## src/rtl/instr_fetch_reg.sv

```systemverilog
// Instruction fetch register: issues one bus read per accepted fetch request,
// holds the fetched word and decodes its fields. Optional macro: FETCH_BYTESWAP_EN.
module instr_fetch_reg #(
    parameter logic [31:0] RESET_INSTR = 32'h00000000
) (
    input  logic        clk,
    input  logic        reset,
    input  logic        fetch_req,
    input  logic [31:0] pc,
    output logic [31:0] mem_address,
    output logic        mem_read,
    input  logic        mem_waitrequest,
    input  logic [31:0] mem_readdata,
    output logic        busy,
    output logic        instr_valid,
    output logic        fetch_err,
    output logic [31:0] instr,
    output logic [5:0]  opcode,
    output logic [4:0]  rs,
    output logic [4:0]  rt,
    output logic [4:0]  rd,
    output logic [4:0]  shamt,
    output logic [5:0]  funct,
    output logic [15:0] immdt_16,
    output logic [25:0] target_26
);

    typedef enum logic {
        IDLE = 1'b0,
        READ = 1'b1
    } state_t;

    state_t state;

    // Little-endian buses deliver the first instruction byte in the low lane.
    function automatic logic [31:0] load_word(input logic [31:0] d);
`ifdef FETCH_BYTESWAP_EN
        return {d[7:0], d[15:8], d[23:16], d[31:24]};
`else
        return d;
`endif
    endfunction

    // NOTE: state is updated with non-blocking assignments so every register
    // sees the pre-edge values, independent of statement order.
    always_ff @(posedge clk) begin
        if (reset) begin
            state       <= IDLE;
            mem_address <= 32'h00000000;
            mem_read    <= 1'b0;
            instr       <= RESET_INSTR;
            instr_valid <= 1'b0;
            fetch_err   <= 1'b0;
        end else begin
            case (state)
                IDLE: begin
                    if (fetch_req) begin
                        instr_valid <= 1'b0;
                        if (pc[1:0] == 2'b00) begin
                            mem_address <= pc;
                            mem_read    <= 1'b1;
                            fetch_err   <= 1'b0;
                            state       <= READ;
                        end else begin
                            // Misaligned: report and stay put, no bus traffic.
                            fetch_err   <= 1'b1;
                        end
                    end
                end
                READ: begin
                    // Address and strobe simply hold while the bus stalls.
                    if (!mem_waitrequest) begin
                        instr       <= load_word(mem_readdata);
                        instr_valid <= 1'b1;
                        mem_read    <= 1'b0;
                        state       <= IDLE;
                    end
                end
            endcase
        end
    end

    assign busy      = (state == READ);

    assign opcode    = instr[31:26];
    assign rs        = instr[25:21];
    assign rt        = instr[20:16];
    assign rd        = instr[15:11];
    assign shamt     = instr[10:6];
    assign funct     = instr[5:0];
    assign immdt_16  = instr[15:0];
    assign target_26 = instr[25:0];

endmodule

```

## config.mk

```make
export PLATFORM = sky130hd
export DESIGN_NAME = instr_fetch_reg
export DESIGN_NICKNAME = d
export VERILOG_FILES = /design/src/rtl/instr_fetch_reg.sv
export SDC_FILE = /design/constraint.sdc
export NUM_CORES = 1
export LEC_CHECK = 0
export CAP_MARGIN = 40
export CORE_UTILIZATION = 35
export CTS_CLUSTER_SIZE = 24
export DETAILED_ROUTE_END_ITERATION = 7
export GPL_ROUTABILITY_DRIVEN = 0
export MAX_ROUTING_LAYER = met4
export PLACE_DENSITY = 0.86
export SYNTH_ARGS = -nofsm -noshare
export SYNTH_HDL_FRONTEND = slang
export SYNTH_SLANG_ARGS = --single-unit
```

## constraint.sdc

```tcl
create_clock -name clk -period 1.8 [get_ports clk]
set_clock_uncertainty 0.15 [all_clocks]
set_input_delay 0.36 -clock clk [delete_from_list [all_inputs] [get_ports clk]]
set_output_delay 0.36 -clock clk [all_outputs]
set_load 0.02 [all_outputs]
```

==> impl_table.tex <==
\begin{tabular}{lr}
\hline
Metric & Value \\
\hline
\multicolumn{2}{l}{\textbf{Status}} \\
\quad Run status & complete, no violations \\
\multicolumn{2}{l}{\textbf{Run}} \\
\quad Total of max-cap violations & 0 \\
\multicolumn{2}{l}{\textbf{STA}} \\
\quad Worst Tran Pin Value & 310.4 ps \\
\quad Endpoints failing hold & 0 \\
\quad Worst slack on hold paths & about 300 ps \\
\quad RSZ-0062 raised after global routing & false \\
\quad Post-route setup TNS & 0 ps \\
\quad Max-slew violation count & 0 \\
\quad Portion of the clock cycle consumed by the worst path in the final layout & 0.9403 \\
\quad Final worst path period need & 1693 ps \\
\quad Worst slew slack as a fraction of its limit & 0.7922 \\
\quad Count of endpoints failing setup in the final report & 0 \\
\quad Max Clock Freq & 590.8 MHz \\
\quad PnR worst setup slack & 107.4 ps \\
\multicolumn{2}{l}{\textbf{Detailed routing}} \\
\quad Number of iterations in the first detailed-routing pass & 4 \\
\quad DRC violations left & 0 \\
\quad Final routed wire length divided by cell count & 13.28 µm \\
\quad Number of routed nets with antenna violations & 0 \\
\quad Iteration-0 DRC Markers & 43 \\
\quad Detailed-route wire length & 8035 µm \\
\quad Vias after detailed routing & 2,728 \\
\quad Via/cell ratio & 4.509 \\
\multicolumn{2}{l}{\textbf{Yosys}} \\
\quad Cell taking the most area after synthesis & dfxtp\_1 \\
\quad Post-Synth Adder-Cell Area & 0 \\
\quad Synthesized cell area & around 2900 µm² \\
\quad Post-synthesis average cell area & 7.971 µm² \\
\quad Area share of the largest cell type after synthesis & 0.4654 \\
\quad Distinct cells, synth & 17 \\
\quad Number of synthesized register bits & 68 \\
\quad Net Count, Synth & about 440 \\
\quad Number of warnings issued by yosys & 0 \\
\quad Mux share of post-synthesis cell area & 0 \\
\quad Post-synthesis share of cell area spent on xor and xnor gates & 0 \\
\quad Cells after Synth & 367 \\
\quad Basic-gate share of the synthesized area counting and, or, nand and nor cells & 0.1848 \\
\quad Share of synthesized area occupied by flip-flops and latches & 0.4654 \\
\quad Ranking of synthesized cells by area & dfxtp\_1 47\%, buf\_4 19\%, nand2\_1 16\% \\
\quad Combinational family with the most area after synthesis & buffers and inverters \\
\quad Synthesized-area fraction occupied by ao, oa, aoi and oai cells & 0.1159 \\
\multicolumn{2}{l}{\textbf{Clock network}} \\
\quad Clk slew on worst S/H paths & 70 ps \\
\quad Clk Tree Root Cell & clkbuf\_8 \\
\quad Number of buffers inserted by hold repair at cts & 0 \\
\quad TritonCTS buffer count & 9 \\
\quad Clock tree from TritonCTS & done \\
\quad Clock Sink Count & 68 \\
\quad Bufs on Longest Clock Path & 2 \\
\quad H-Tree Depth & 3 \\
\quad Clock latency at the later pin of the worst-skew pair & $\sim$320 ps \\
\multicolumn{2}{l}{\textbf{Setup path}} \\
\quad Max FO, Critical Path & 8 \\
\quad Count of cells along the worst register-to-register path & 4 \\
\quad Sequence of cells on the critical path & dlygate4sd2\_1 \\
\quad Category of the worst setup path capture point & output port \\
\quad Sum of buffers and inverters on the critical path & 1 \\
\quad Launching instance or port of the critical path & busy \\
\quad Worst path arrival time & 1180 ps \\
\quad Crit path launch type & flip-flop \\
\quad Cell family contributing the most delay on the critical path & flip-flops \\
\quad FF-to-FF setup slack & approximately 160 ps \\
\quad Number of gates on the worst path with buffers counted & 1 \\
\quad Crit path required time & 1290 ps \\
\quad Crit Path Category & reg2out \\
\quad R2r startpoint & busy \\
\quad Setup crit end & busy \\
\quad Endpoint of the lowest-slack register-to-register path & mem\_address[22] \\
\quad Critical path's slowest cell & dfxtp\_1 \\
\quad Max stage delay on crit path & about 480 ps \\
\multicolumn{2}{l}{\textbf{Power}} \\
\quad Total power after layout & 3.210 mW \\
\quad Pint & 2.450 mW \\
\quad Switching part of the total power & 0.2368 \\
\quad Part of the power in combinational logic & 0.138 \\
\quad Ratio of total power to cell area & 689.7 nW/µm² \\
\quad Clock group share of total power & 0.373 \\
\quad Share of total power in sequential cells & 0.488 \\
\quad Net Sw Power & between 0.7 and 0.8 mW \\
\quad Static Leak & 2.492 nW \\
\quad Peak supply drop & between 400 and 500 µV \\
\multicolumn{2}{l}{\textbf{GRT}} \\
\quad Number of antenna violations at the first check in global routing & 0 \\
\quad Gr ovfl total & 0 \\
\quad Global-route wire length before repair & 12,480 µm \\
\quad GRT Resource Usage Total & 0.1872 \\
\quad Pin count of the biggest net entering global routing & 69 \\
\quad Number of global-route vias before repair & 2,614 \\
\multicolumn{2}{l}{\textbf{Finish}} \\
\quad Count of nets after finishing & 567 \\
\quad Ratio of cells with drive above 1 in the final layout & 0.04970 \\
\quad Most frequent standard cell in the layout excluding fill and tap cells & dlygate4sd2\_1 \\
\quad Utilization after layout & 0.5901 \\
\quad Top library cells by usage in the layout, fill and taps aside & 128 x dlygate4sd2\_1, 125 x nand2\_1, 68 x dfxtp\_1 \\
\quad Antenna diodes & 0 \\
\quad Synth-to-layout area growth & 59.11\% \\
\multicolumn{2}{l}{\textbf{Floorplanning}} \\
\quad Die Footprint & around 8700 µm² \\
\quad \# rows & 32 \\
\quad Die Width & 93.42 µm \\
\quad Die height & 93.42 µm \\
\quad Area inside the core boundary & 7888 µm² \\
\quad I/O pin cnt & 210 \\
\quad Initial standard-cell utilization of the core & 0.3709 \\
\multicolumn{2}{l}{\textbf{Min path}} \\
\quad Kind of path behind the tightest hold check & reg2reg \\
\multicolumn{2}{l}{\textbf{Place}} \\
\quad Number of buffers inserted by port buffering & 209 \\
\quad HPWL after DPL & 5907 µm \\
\quad DP Worst Slack & -221.5 ps \\
\hline
\end{tabular}
## metal layers
metal  part of all wire  global-route usage  routed length, µm
met1               0.38              0.1917               3056
met2               0.53              0.3480               4281
met3              0.080             0.06098                639
met4             0.0071             0.03846                 57
met5                  0                   -                  0
## kinds of logic after synthesis
group,count (synthesis)
simple gates,133
compound gates,67
buf+inv,99
flops,68
## layout make-up
type	count	area, µm²
inverter	2	7.507
fill	750	3233
timing repair buffer	218	2092
clock buffer	13	148.9
tap	102	127.6
clock inverter	2	35.03
multi-input combinational	200	882.1
sequential	68	1361
## repair_timing
item | in CTS | in global routing
gates resized for setup | 128 | 14
endpoints found under the setup margin | 128 | 14
cloned | 0 | 0
setup buffers | 0 | 0
## cell usage after synthesis
| cell | number |
|---|---|
| nand2_1 | 125 |
| buf_4 | 74 |
| dfxtp_1 | 68 |
| a21oi_1 | 65 |
| buf_2 | 10 |
| clkbuf_1 | 10 |
| buf_6 | 3 |
| inv_1 | 2 |
| nor3b_1 | 2 |
| a21oi_2 | 1 |
| nor2_1 | 1 |
| nor2b_1 | 1 |
| nor3_1 | 1 |
| nor4b_4 | 1 |
| o21ai_0 | 1 |
| or2b_1 | 1 |
| or4b_1 | 1 |
## how the worst min path moves through the flow
stage | startpoint | endpoint | depth (start not counted)
global placement | mem_address[29] | mem_address[29] | 2
detailed placement | mem_address[18] | mem_address[18] | 2
global route | mem_address[8] | mem_address[8] | 2
CTS | mem_address[9] | mem_address[9] | 2
floorplan | pc[10] | mem_address[10] | 2
finish | mem_address[9] | mem_address[9] | 2
## registers in the layout, indices dropped and copies added (netlist names)
| name | flops |
|---|---|
| busy | 1 |
| fetch_err | 1 |
| instr | 32 |
| instr_valid | 1 |
| mem_address | 32 |
| mem_read | 1 |
## metrics by stage
stage | std cells | area, µm²
finish | 605 | 4654
global route | 605 | 4654
CTS | 605 | 4619
detailed placement | 590 | 4596
global placement | 590 | 4596
floorplan | 367 | 2925
## power groups by stage
stage          sequential (mW)  combinational [mW]  clock [mW]
2_1_floorplan             1.65               0.167           0
3_3_place_gp              1.60               0.479           0
3_5_place_dp              1.60               0.486           0
4_1_cts                   1.57               0.451        1.25
5_1_grt                   1.57               0.477        1.31
6_report                  1.57               0.444        1.20
Power figures use the tool's default switching activity.
